==> config.mk <==
export PLATFORM = sky130hd
export DESIGN_NAME = hps_cmd_decoder
export DESIGN_NICKNAME = d
export VERILOG_FILES = /design/src/rtl/hps_cmd_decoder.sv
export SDC_FILE = /design/constraint.sdc
export NUM_CORES = 1
export LEC_CHECK = 0
export ABC_AREA = 1
export BUFFER_PORTS_ARGS = -buffer_cell sky130_fd_sc_hd__buf_2
export CORE_ASPECT_RATIO = 2
export CORE_MARGIN = 1.5
export CORE_UTILIZATION = 38
export DETAILED_ROUTE_END_ITERATION = 8
export SETUP_SLACK_MARGIN = 0.5
export SLEW_MARGIN = 20
export SYNTH_ARGS = -nofsm -noshare
export SYNTH_HDL_FRONTEND = slang
export SYNTH_SLANG_ARGS = --single-unit
==> constraint.sdc <==
create_clock -name sys_clk -period 9.5 [get_ports sys_clk]
set_input_delay 0.95 -clock sys_clk [delete_from_list [all_inputs] [get_ports sys_clk]]
set_output_delay 0.95 -clock sys_clk [all_outputs]
set_load 0.03 [all_outputs]
==> src/rtl/hps_cmd_decoder.sv <==
// hps_cmd_decoder: splits io_enable framed HPS SPI words into a command
// word plus data words and updates core-side registers (joysticks,
// buttons, status). io_dout carries the word shifted back to the HPS on
// the following transfer.
// Optional feature macro: HPS_CMD_STATUS_READBACK_EN enables the
// STATUS_GET (16'h0029) readback mux; without it 16'h0029 is unknown.
//
// Handshake: io_strobe is a one-cycle qualifier for io_din. A word is
// accepted on any edge where io_strobe=1 and the synchronized frame
// (en_s) is high; there is no backpressure, so one word per cycle is
// always taken. Strobes while en_s=0 are dropped.
module hps_cmd_decoder #(
  parameter logic [15:0] CORE_ID = 16'h0000
) (
  input  logic        sys_clk,
  input  logic        reset,
  input  logic        io_enable,
  input  logic        io_strobe,
  input  logic [15:0] io_din,
  output logic [15:0] io_dout,
  output logic [31:0] joystick_0,
  output logic [31:0] joystick_1,
  output logic [1:0]  buttons,
  output logic        forced_scandoubler,
  output logic [63:0] status,
  output logic        status_upd
);

  localparam logic [15:0] CMD_JOY0_SET   = 16'h0001;
  localparam logic [15:0] CMD_JOY1_SET   = 16'h0002;
  localparam logic [15:0] CMD_BUT_SW     = 16'h0003;
  localparam logic [15:0] CMD_STATUS_SET = 16'h001E;
  localparam logic [15:0] CMD_ID_GET     = 16'h0014;
`ifdef HPS_CMD_STATUS_READBACK_EN
  localparam logic [15:0] CMD_STATUS_GET = 16'h0029;
`endif

  logic        r_en_meta;
  logic        r_en_s;
  logic [3:0]  r_idx;
  logic [15:0] r_cmd;
  logic [47:0] r_shadow;
  logic [15:0] w_dout_nxt;

  // Two-flop synchronizer for the asynchronous frame signal
  always_ff @(posedge sys_clk or posedge reset) begin
    if (reset) begin
      r_en_meta <= 1'b0;
      r_en_s    <= 1'b0;
    end else begin
      r_en_meta <= io_enable;
      r_en_s    <= r_en_meta;
    end
  end

  // Read word to present after the current strobe (command word uses io_din)
  always_comb begin
    w_dout_nxt = 16'h0000;
    if (r_idx == 4'd0) begin
      if (io_din == CMD_ID_GET) begin
        w_dout_nxt = CORE_ID;
      end
`ifdef HPS_CMD_STATUS_READBACK_EN
      else if (io_din == CMD_STATUS_GET) begin
        w_dout_nxt = status[15:0];
      end
`endif
    end
`ifdef HPS_CMD_STATUS_READBACK_EN
    else if (r_cmd == CMD_STATUS_GET) begin
      case (r_idx)
        4'd1:    w_dout_nxt = status[31:16];
        4'd2:    w_dout_nxt = status[47:32];
        4'd3:    w_dout_nxt = status[63:48];
        default: w_dout_nxt = 16'h0000;
      endcase
    end
`endif
  end

  // Word index, command latch, shadow staging and committed outputs
  always_ff @(posedge sys_clk or posedge reset) begin
    if (reset) begin
      r_idx              <= 4'd0;
      r_cmd              <= 16'h0000;
      r_shadow           <= 48'h0;
      io_dout            <= 16'h0000;
      joystick_0         <= 32'h0;
      joystick_1         <= 32'h0;
      buttons            <= 2'b00;
      forced_scandoubler <= 1'b0;
      status             <= 64'h0;
      status_upd         <= 1'b0;
    end else begin
      status_upd <= 1'b0;
      if (!r_en_s) begin
        // Outside a frame: partial writes are discarded here
        r_idx    <= 4'd0;
        r_cmd    <= 16'h0000;
        r_shadow <= 48'h0;
        io_dout  <= 16'h0000;
      end else if (io_strobe) begin
        io_dout <= w_dout_nxt;
        if (r_idx != 4'hF) begin
          r_idx <= r_idx + 4'd1;
        end
        if (r_idx == 4'd0) begin
          r_cmd <= io_din;
        end else begin
          case (r_cmd)
            CMD_JOY0_SET: begin
              if (r_idx == 4'd1) r_shadow[15:0] <= io_din;
              else if (r_idx == 4'd2) joystick_0 <= {io_din, r_shadow[15:0]};
            end
            CMD_JOY1_SET: begin
              if (r_idx == 4'd1) r_shadow[15:0] <= io_din;
              else if (r_idx == 4'd2) joystick_1 <= {io_din, r_shadow[15:0]};
            end
            CMD_BUT_SW: begin
              if (r_idx == 4'd1) begin
                buttons            <= io_din[1:0];
                forced_scandoubler <= io_din[4];
              end
            end
            CMD_STATUS_SET: begin
              case (r_idx)
                4'd1: r_shadow[15:0]  <= io_din;
                4'd2: r_shadow[31:16] <= io_din;
                4'd3: r_shadow[47:32] <= io_din;
                4'd4: begin
                  status     <= {io_din, r_shadow};
                  status_upd <= 1'b1;
                end
                default: ;
              endcase
            end
            default: ;
          endcase
        end
      end
    end
  end

endmodule
==> results of run 1 <==
-- power breakdown --
| part | total [mW] | switching [mW] | leakage (nW) | internal, mW |
|---|---|---|---|---|
| logic | 0.124 | 0.0974 | 2.12 | 0.0269 |
| clock network | 0.766 | 0.322 | 0.306 | 0.444 |
| registers | 0.909 | 0.0180 | 2.76 | 0.891 |
-- cell usage after synthesis (3+ instances only) --
| cell type | n |
|---|---|
| o21ai_1 | 56 |
| ha_1 | 4 |
| nor3_1 | 3 |
| clkbuf_1 | 11 |
| nand3_1 | 37 |
| o21ai_2 | 15 |
| buf_6 | 14 |
| buf_4 | 18 |
| nor2_1 | 15 |
| dfrtp_1 | 202 |
| inv_1 | 58 |
| buf_2 | 13 |
| nand2_1 | 300 |
| o21ai_0 | 83 |
-- placed cells by master (no fill, tap or decap), drive strengths merged --
master and n:
clkbuf 24, conb 16, a21oi 2, nand2 303, nand3 41, o21ai 154
ha 4, nor2 19, clkinv 3, nor3 4, inv 61, buf 154
dfrtp 202, bufinv 2, diode 1
-- worst max-delay path, delay by kind of cell, from the launching register on --
| kind | cells | cell delay [ns] |
|---|---|---|
| adders and majority gates | 1 | 0.25 |
| DFF | 1 | 0.40 |
| buffers and inverters | 1 | 0.11 |
| AOI/OAI and AO/OA | 1 | 0.09 |
| and+or+nand+nor | 5 | 1.28 |
-- logic make-up after synthesis --
family,count (synthesis)
buf+inv,116
flops,202
other cells,1
simple gates,367
fa+ha+maj,4
compound gates,156
-- layout make-up --
cell class	count	area (sq um)	share of cell area (%)
clock buffers	24	523	5.51
multi-input cells	543	2470	26.0
diodes	1	2.50	0.0264
repair buffers	154	782	8.24
clock inverters	6	95.1	1.00
inverters	60	233	2.45
flip-flops and latches	202	5050	53.2
well taps	269	337	3.55
-- registers in the layout, summed over array words and instances, names as in the netlist, 2 cells and up --
| register | flops |
|---|---|
| status | 64 |
| r_cmd | 16 |
| r_shadow | 48 |
| joystick_1 | 32 |
| r_idx | 4 |
| buttons | 2 |
| joystick_0 | 32 |
-- worst min-delay path by stage --
| stage | from | end | slack (ns) | cells after the start |
|---|---|---|---|---|
| after floorplan | r_en_meta | r_en_s | 0.33 | 0 |
| after global placement | r_en_meta | r_en_s | 0.34 | 0 |
| after detailed placement | r_en_meta | r_en_s | 0.34 | 0 |
| after CTS | r_en_meta | r_en_s | 0.36 | 0 |
| after global routing | r_en_meta | r_en_s | 0.37 | 0 |
| final | r_en_meta | r_en_s | 0.35 | 0 |
-- metal layers --
layer | wire (um) | GRT usage (%) | up-vias
li1 | - | - | 2913
met1 | 8190 | 23.2 | 2836
met2 | 10600 | 32.6 | 169
met3 | 780 | 1.80 | 37
met4 | 724 | 7.41 | 0
met5 | 0 | 0 | -
-- stage by stage --
| stage | instance area [sq um] | hold slack, ns |
|---|---|---|
| after floorplan | 8140 | 0.331 |
| after global placement | 8870 | 0.343 |
| after detailed placement | 8870 | 0.341 |
| after CTS | 9490 | 0.355 |
| after global routing | 9490 | 0.373 |
| final | 9490 | 0.351 |
==> impl_metrics.tcl, run 1 <==
set metrics [dict create \
    status "complete, no violations" \
    max_freq_mhz 438 \
    r2r_slack_ns 7.22 \
    skew_ns 0.0216 \
    core_sq_mm 0.0209 \
    root_buffer "clkbuf_16" \
    start_util_pct 38.6 \
    synth_area_per_cell_sq_um 9.55 \
    tritoncts "yes" \
    start_kind "flip-flop" \
    synth_compound_area_share_pct 10.4 \
    post-route-period-util_pct 24.0 \
    drt_wl_total_um 20300 \
    insertion_delay_ns 0.50 \
    synthTopCellsByArea "dfrtp_1, nand2_1, o21ai_0, o21ai_1, inv_1" \
    synth-seq-cells 202 \
    slew_headroom_pct 34.1 \
    grt.total_usage_pct 18.5 \
    drv_slew 0 \
    cap_violations 0 \
    yosys_most_used_dff "dfrtp_1" \
    grt_first_pass_wirelength_um 32300 \
    nets 1003 \
    antenna_found_initial 1 \
    critPathSlowestCell "nand3_4" \
    h-tree-depth 1 \
    final_antenna_net_count 0 \
    worst_ep_required_time_ns 9.86 \
    grt_pass1_vias 5853 \
    postLayoutCoreUtil_pct 45.4 \
    critical_path.endpoint "joystick_0[3]" \
    power_mw 1.80 \
    yosysSeqAreaShare_pct 62.5 \
    cp_cell_sequence "inv_1 -> ha_1 -> nand2_2 -> nand3_2 -> nor3_4 -> nand3_4 -> nand2_1 -> o21ai_1" \
    placed_cells 1228 \
    synthSimpleGateAreaFrac_pct 18.7 \
    cts_buffers 18 \
    power_density_mw_per_mm2 190 \
    synth_top_area_cell "dfrtp_1" \
    cp_max_fo 64 \
    stdcell_count 1259 \
    post-place-ws_ns 6.71 \
    syn_area_sq_mm 0.00808 \
    dieArea_sq_mm 0.0222 \
    ir_drop_uv 109 \
    yosysUniqueCellTypes 24 \
    synthAdderAreaFrac_pct 0.619 \
    clock_path_buffers 3 \
    yosys_warnings 0 \
    grt_max_degree 125 \
    post_cts_resized 0 \
    clk_pin_slew_worst_paths_ns 0.07 \
    muxShareOfSynthArea_pct 0 \
    synth_top_family_by_area "simple AND/OR/NAND/NOR gates" \
    die_y_um 209 \
    p_leak_nw 5.19 \
    min_period_ns 2.28 \
    cp-end-kind "flip-flop" \
    fill_cells 2070 \
    numClockSinks 202 \
    synth_edf_count 0 \
    via_per_inst 4.73 \
    drc 0 \
    fin_ws_ns 7.22 \
    die_w_um 106 \
    num_rows 75 \
    cts_hold_buf 0 \
    place_hpwl_um 13700 \
    num_io_pins 168 \
    post_cts_buffers 0 \
    syn_inst 846 \
    vias 5955 \
    worst_pin_slew_ns 0.989 \
    crit_type "reg2reg" \
    synth_xor_area_share_pct 0 \
    overflow 0 \
    drt-wirelength-per-cell_um 16.1 \
    r2r-end "joystick_0[3]" \
    r2r_start "r_idx[0]" \
    area_growth_pct 17.5 \
    synth_top_area_share_pct 62.5 \
    setup-tns-final_ns 0 \
    reg2regPathDepth 8 \
    place_congestion 0.829 \
    setup_viol 0 \
    arrival_ns 2.64 \
    worst_path_largest_cell_delay_ns 0.63 \
    drive_gt1_share_pct 21.5 \
    drtIter0Drc 413 \
    rsz0062_at_grt "false" \
    async_flop_share_pct 100 \
    min_path_type "reg2reg" \
    timing.critical_path.from "r_idx[0]" \
    io_buffers 151 \
    hold_violations 0 \
    drtPass1Iterations 4 \
]
Note: power is estimated with default switching activity, not from simulation.
==> inputs of run 2 (changes only) <==
- clock period: 9.5 -> 2.1 ns (I/O delays scaled with it)
==> run 2 against run 1 <==
Core utilization grew 4.4 points. Worst setup slack lost 6.9 ns. Critical path type unchanged. Power grew to 4.7 times the previous value. Non-clock buffer count grew 50.
==> impl_metrics.tcl, run 2 (same netlist as run 1, synthesis figures left out) <==
set metrics [dict create \
    status "complete, no violations" \
    worst_ep_required_time_ns 2.47 \
    final_common_cell "nand2_1" \
    root_buffer "clkbuf_16" \
    worst_pin_slew_ns 0.576 \
    postLayoutCoreUtil_pct 49.7 \
    core_sq_mm 0.0209 \
    insertion_delay_ns 0.49 \
    min_period_ns 1.75 \
    tritoncts "yes" \
    critPathBufInv 2 \
    drive_gt1_share_pct 26.9 \
    drv_slew 0 \
    post-route-period-util_pct 83.4 \
    slew_headroom_pct 61.5 \
    p_leak_nw 5.64 \
    antenna_found_initial 0 \
    grt_pass1_vias 6196 \
    ir_drop_uv 452 \
    reg.largest.list "status (64), r_shadow (48)" \
    min_path_type "in2reg" \
    path_delay_family "simple AND/OR/NAND/NOR gates" \
    cap_violations 0 \
    clock_path_buffers 3 \
    cp-end-kind "flip-flop" \
    worst_path_largest_cell_delay_ns 0.42 \
    grt_max_degree 65 \
    clkPwrFrac_pct 43.3 \
    place_congestion 0.858 \
    die_y_um 209 \
    rsz0062_at_grt "true" \
    p_sw_share_pct 23.8 \
    skew_ns 0.0144 \
    drt-wirelength-per-cell_um 17.5 \
    clk_pin_slew_worst_paths_ns 0.07 \
    overflow 0 \
    hp-start "io_din[8]" \
    power_mw 8.40 \
    drc 0 \
    cp_cell_sequence "inv_2 -> ha_1 -> nand2_2 -> nor3_4 -> nand3_4 -> clkbuf_16 -> nand2_1 -> o21ai_1" \
    antennaDiodeCount 0 \
    start_kind "flip-flop" \
    r2r_start "r_idx[0]" \
    power_density_mw_per_mm2 807 \
    numClockSinks 202 \
    grt.total_usage_pct 19.9 \
    power.switching_mw 2.00 \
    largest-register "status" \
    setup_viol 0 \
    final_cell_mix "nand2_1, dfrtp_1, buf_2" \
    hold_violations 0 \
    h-tree-depth 1 \
    largest_register_ff_count 64 \
    placed_cells 1247 \
    pwr-share-comb_pct 7.6 \
    pwr-share-seq_pct 49.1 \
    critPathSlowestCell "dfrtp_1" \
    start_util_pct 38.6 \
    p_int_mw 6.40 \
    final_antenna_net_count 0 \
    area_growth_pct 28.8 \
    stdcell_count 1309 \
    num_io_pins 168 \
    die_w_um 106 \
    max_freq_mhz 571 \
    vias 6278 \
    timing.critical_path.from "r_idx[0]" \
    cts_buffers 18 \
    grt_first_pass_wirelength_um 34100 \
    arrival_ns 2.12 \
    drt_wl_total_um 22900 \
    drtIter0Drc 341 \
    nets 1053 \
    cp_max_fo 25 \
    io_buffers 151 \
    num_rows 75 \
    place_hpwl_um 14500 \
    dieArea_sq_mm 0.0222 \
    via_per_inst 4.80 \
    drtPass1Iterations 5 \
    crit_type "reg2reg" \
]
[run 2: worst min-delay path: cells and delay by family]
family / cells / cell delay [ns]
AO/OA/AOI/OAI: 1 / 0.07
buffers and inverters: 2 / 0.19
[run 2: path summary, 6_finish.rpt]
kind,endpoint,cells past startpoint,slack (ns)
setup reg to reg,joystick_1[12],8,0.35
hold reg to reg,r_en_s,0,0.37
setup / recovery,joystick_1[12],8,0.35
hold / removal,joystick_0[24],3,0.03
min in group asynchronous,joystick_0[1],3,0.34
max in group asynchronous,status[34],4,1.06
[run 2: repair_timing]
action | CTS | global route
pin swaps | 2 | 3
setup endpoints to repair | 178 | 179
resized for setup | 39 | 28
hold endpoints to repair | 17 | 0
buffers inserted | 8 | 7
hold buffers | 2 | 0
gates cloned | 7 | 7
[run 2: layout make-up]
| cell class | instances | area (sq um) |
|---|---|---|
| clock buffer | 23 | 500 |
| clock inverter | 8 | 145 |
| fill | 1969 | 10500 |
| inverter | 60 | 241 |
| multi-input combinational | 543 | 2530 |
| sequential | 202 | 5050 |
| tap | 269 | 337 |
| timing repair buffer | 204 | 1600 |
[run 2: stage by stage]
stage | setup slack (ns) | instance area (sq um) | setup TNS, ns | hold slack (ns)
final | 0.349 | 10400 | 0 | 0.0254
after global routing | 0.256 | 10400 | 0 | 0.0351
after CTS | 0.385 | 10100 | 0 | 0.0125
after detailed placement | 0.316 | 9100 | 0 | 0.311
after global placement | 0.310 | 9100 | 0 | 0.317
after floorplan | -0.726 | 8160 | -146.71 | 0.241
[run 2: power groups by stage]
stage / registers, mW / logic (mW) / clock network, mW
after floorplan: 4.19 / 0.422 / 0
after global placement: 4.19 / 0.592 / 0
after detailed placement: 4.19 / 0.602 / 0
after CTS: 4.12 / 0.622 / 3.72
after global routing: 4.14 / 0.718 / 3.87
final: 4.12 / 0.636 / 3.64
[run 2: metal layers]
metal	vias up	track usage (%)	share of wire [%]	wire length (um)
li1	3029	-	-	-
met1	3028	23.2	38	8670
met2	180	37.3	55	12700
met3	41	1.89	3.5	795
met4	0	7.04	3.3	766
met5	-	0	0	0
==> inputs of run 3 (changes only) <==
- clock period: 2.1 -> 1.85 ns (I/O delays scaled with it)
==> run 3 against run 2 <==
Power grew 13%. Non-clock buffer count grew 13. Core utilization rose by 3.7 points. Fmax up 3.1%. Combinational power up 51%. Sequential power grew 14%. Die area is the same. Sequential share of layout area decreased by 3.3 points. Critical path type unchanged.
==> impl_metrics.tcl, run 3 (same netlist as run 1, synthesis figures left out) <==
set metrics [dict create \
    hold_violations 0 \
    min_period_ns 1.70 \
    power.switching_mw 2.52 \
    critPathMostFrequentCell "nand3_4" \
    cp_cell_sequence "inv_2 -> ha_4 -> nand2_4 -> nand3_4 -> nor3_4 -> buf_4 -> nand3_4 -> buf_12 -> nand2_1 -> o21ai_1" \
    io_buffers 151 \
    seq_area_sq_mm 0.00506 \
    h-tree-depth 1 \
    grt.total_usage_pct 21.7 \
    tritoncts "yes" \
    drt_wl_total_um 25200 \
    final_common_cell "nand2_1" \
    largest-register "status" \
    start_kind "flip-flop" \
    start_util_pct 38.6 \
    final_area_sq_mm 0.0112 \
    setup_viol 0 \
    p_int_mw 6.99 \
    r2r-end "joystick_0[8]" \
    place_hpwl_um 15000 \
    final_antenna_net_count 0 \
    final_cell_mix "nand2_1, dfrtp_1, buf_2" \
    clkPwrFrac_pct 40.5 \
    pwr-share-comb_pct 10.1 \
    drt-wirelength-per-cell_um 18.9 \
    power_density_mw_per_mm2 851 \
    die_y_um 209 \
    drc 0 \
    num_rows 75 \
    pwr-share-seq_pct 49.4 \
    grt_max_degree 68 \
    numClockSinks 202 \
    root_buffer "clkbuf_16" \
    holdWs_ns 0.00886 \
    rsz0062_at_grt "true" \
    area_growth_pct 38.3 \
    grt_first_pass_wirelength_um 36600 \
    cap_violations 0 \
    antennaDiodeCount 0 \
    status "complete, no violations" \
    grt_pass1_vias 6327 \
    antenna_found_initial 0 \
    r2r_start "r_idx[1]" \
    core_sq_mm 0.0209 \
    via_per_inst 4.90 \
    overflow 0 \
    arrival_ns 2.07 \
    cp-end-kind "flip-flop" \
    hold_end "joystick_1[25]" \
    multi_input_area_sq_mm 0.00317 \
    p_leak_nw 5.83 \
    drtIter0Drc 246 \
    nets 1074 \
    dieArea_sq_mm 0.0222 \
    reg.largest.list "status (64), r_shadow (48)" \
    vias 6520 \
    drtPass1Iterations 4 \
    clock_path_buffers 3 \
    drive_gt1_share_pct 38.5 \
    min_path_type "in2reg" \
    place_congestion 0.846 \
    post_dp_cell_area_sq_mm 0.00925 \
    max_freq_mhz 589 \
    clk_pin_slew_worst_paths_ns 0.07 \
    reg2regPathDepth 10 \
    timing.critical_path.from "r_idx[1]" \
    whs_path_depth 3 \
    skew_ns 0.0152 \
    worst_ep_required_time_ns 2.22 \
    critPathSlowestCell "dfrtp_1" \
    cp_max_fo 44 \
    ir_drop_uv 803 \
    die_w_um 106 \
    r2r_slack_ns 0.15 \
    num_io_pins 168 \
    cts_buffers 19 \
    crit_type "reg2reg" \
    post-route-period-util_pct 91.8 \
    worst_path_largest_cell_delay_ns 0.37 \
    insertion_delay_ns 0.50 \
    largest_register_ff_count 64 \
    p_sw_share_pct 26.5 \
    drv_slew 0 \
    fill_cells 1900 \
    hp-start "io_din[9]" \
]
==> run 3: changes by cell type in the layout (fill, tap and decap cells not counted), sizes merged <==
cell	previous run	this run
clkinvlp	3	1
clkinv	3	7
inv	58	61
buf	194	209
clkbuf	30	29
bufinv	4	0
nand2	303	310
==> run 3: routing by layer <==
layer	wire (um)	track usage, %	up-vias
li1	-	-	3088
met1	8800	23.6	3188
met2	14300	41.0	181
met3	868	2.14	63
met4	1240	10.6	0
met5	0	0	-
==> run 3: worst max-delay path: cells and delay by family (launching register included) <==
kind,cells,cell delay [ns]
AOI/OAI and AO/OA,1,0.07
adders and majority gates,1,0.17
buffers and inverters,3,0.41
DFF,1,0.37
and+or+nand+nor,5,0.55
==> run 3: power groups by stage <==
stage	sequential, mW	combinational [mW]	clock, mW
CTS	4.68	0.853	3.91
detailed placement	4.76	0.751	0
floorplan	4.75	0.528	0
global placement	4.75	0.743	0
global route	4.72	1.05	4.10
finish	4.70	0.958	3.86
==> run 3: final cells by class <==
| cell class | count | area share, % |
|---|---|---|
| sequential | 202 | 45.2 |
| multi-input combinational | 550 | 28.4 |
| timing repair buffer | 217 | 15.8 |
| clock buffer | 24 | 4.87 |
| tap | 269 | 3.01 |
| inverter | 60 | 2.16 |
| clock inverter | 9 | 0.537 |
==> run 3: what timing repair did <==
action / 4_1_cts / 5_1_grt
hold endpoints to repair: 31 / 0
hold buffers: 2 / 0
cloned: 13 / 8
setup endpoints to repair: 196 / 199
setup buffers: 22 / 5
gates resized for setup: 57 / 112
pin swaps: 10 / 14
==> run 3: worst max-delay path by stage <==
stage	end	slack (ns)	depth (start not counted)
3_5_place_dp	joystick_1[4]	0.12	9
5_1_grt	joystick_0[7]	0.05	10
2_1_floorplan	buttons[0]	-0.95	1
3_3_place_gp	joystick_1[30]	0.17	9
6_report	joystick_0[8]	0.15	10
4_1_cts	joystick_0[7]	0.17	10
==> run 3: stage by stage <==
stage                     power, mW  std cells  setup TNS [ns]  utilization (%)  setup slack [ns]
after global routing           9.86       1331               0             53.4            0.0482
after global placement         5.50       1248               0             44.2             0.173
after CTS                      9.44       1318               0             50.5             0.168
final                          9.52       1331               0             53.4             0.151
after detailed placement       5.51       1248               0             44.2             0.120
after floorplan                5.28        861         -192.16                -            -0.951
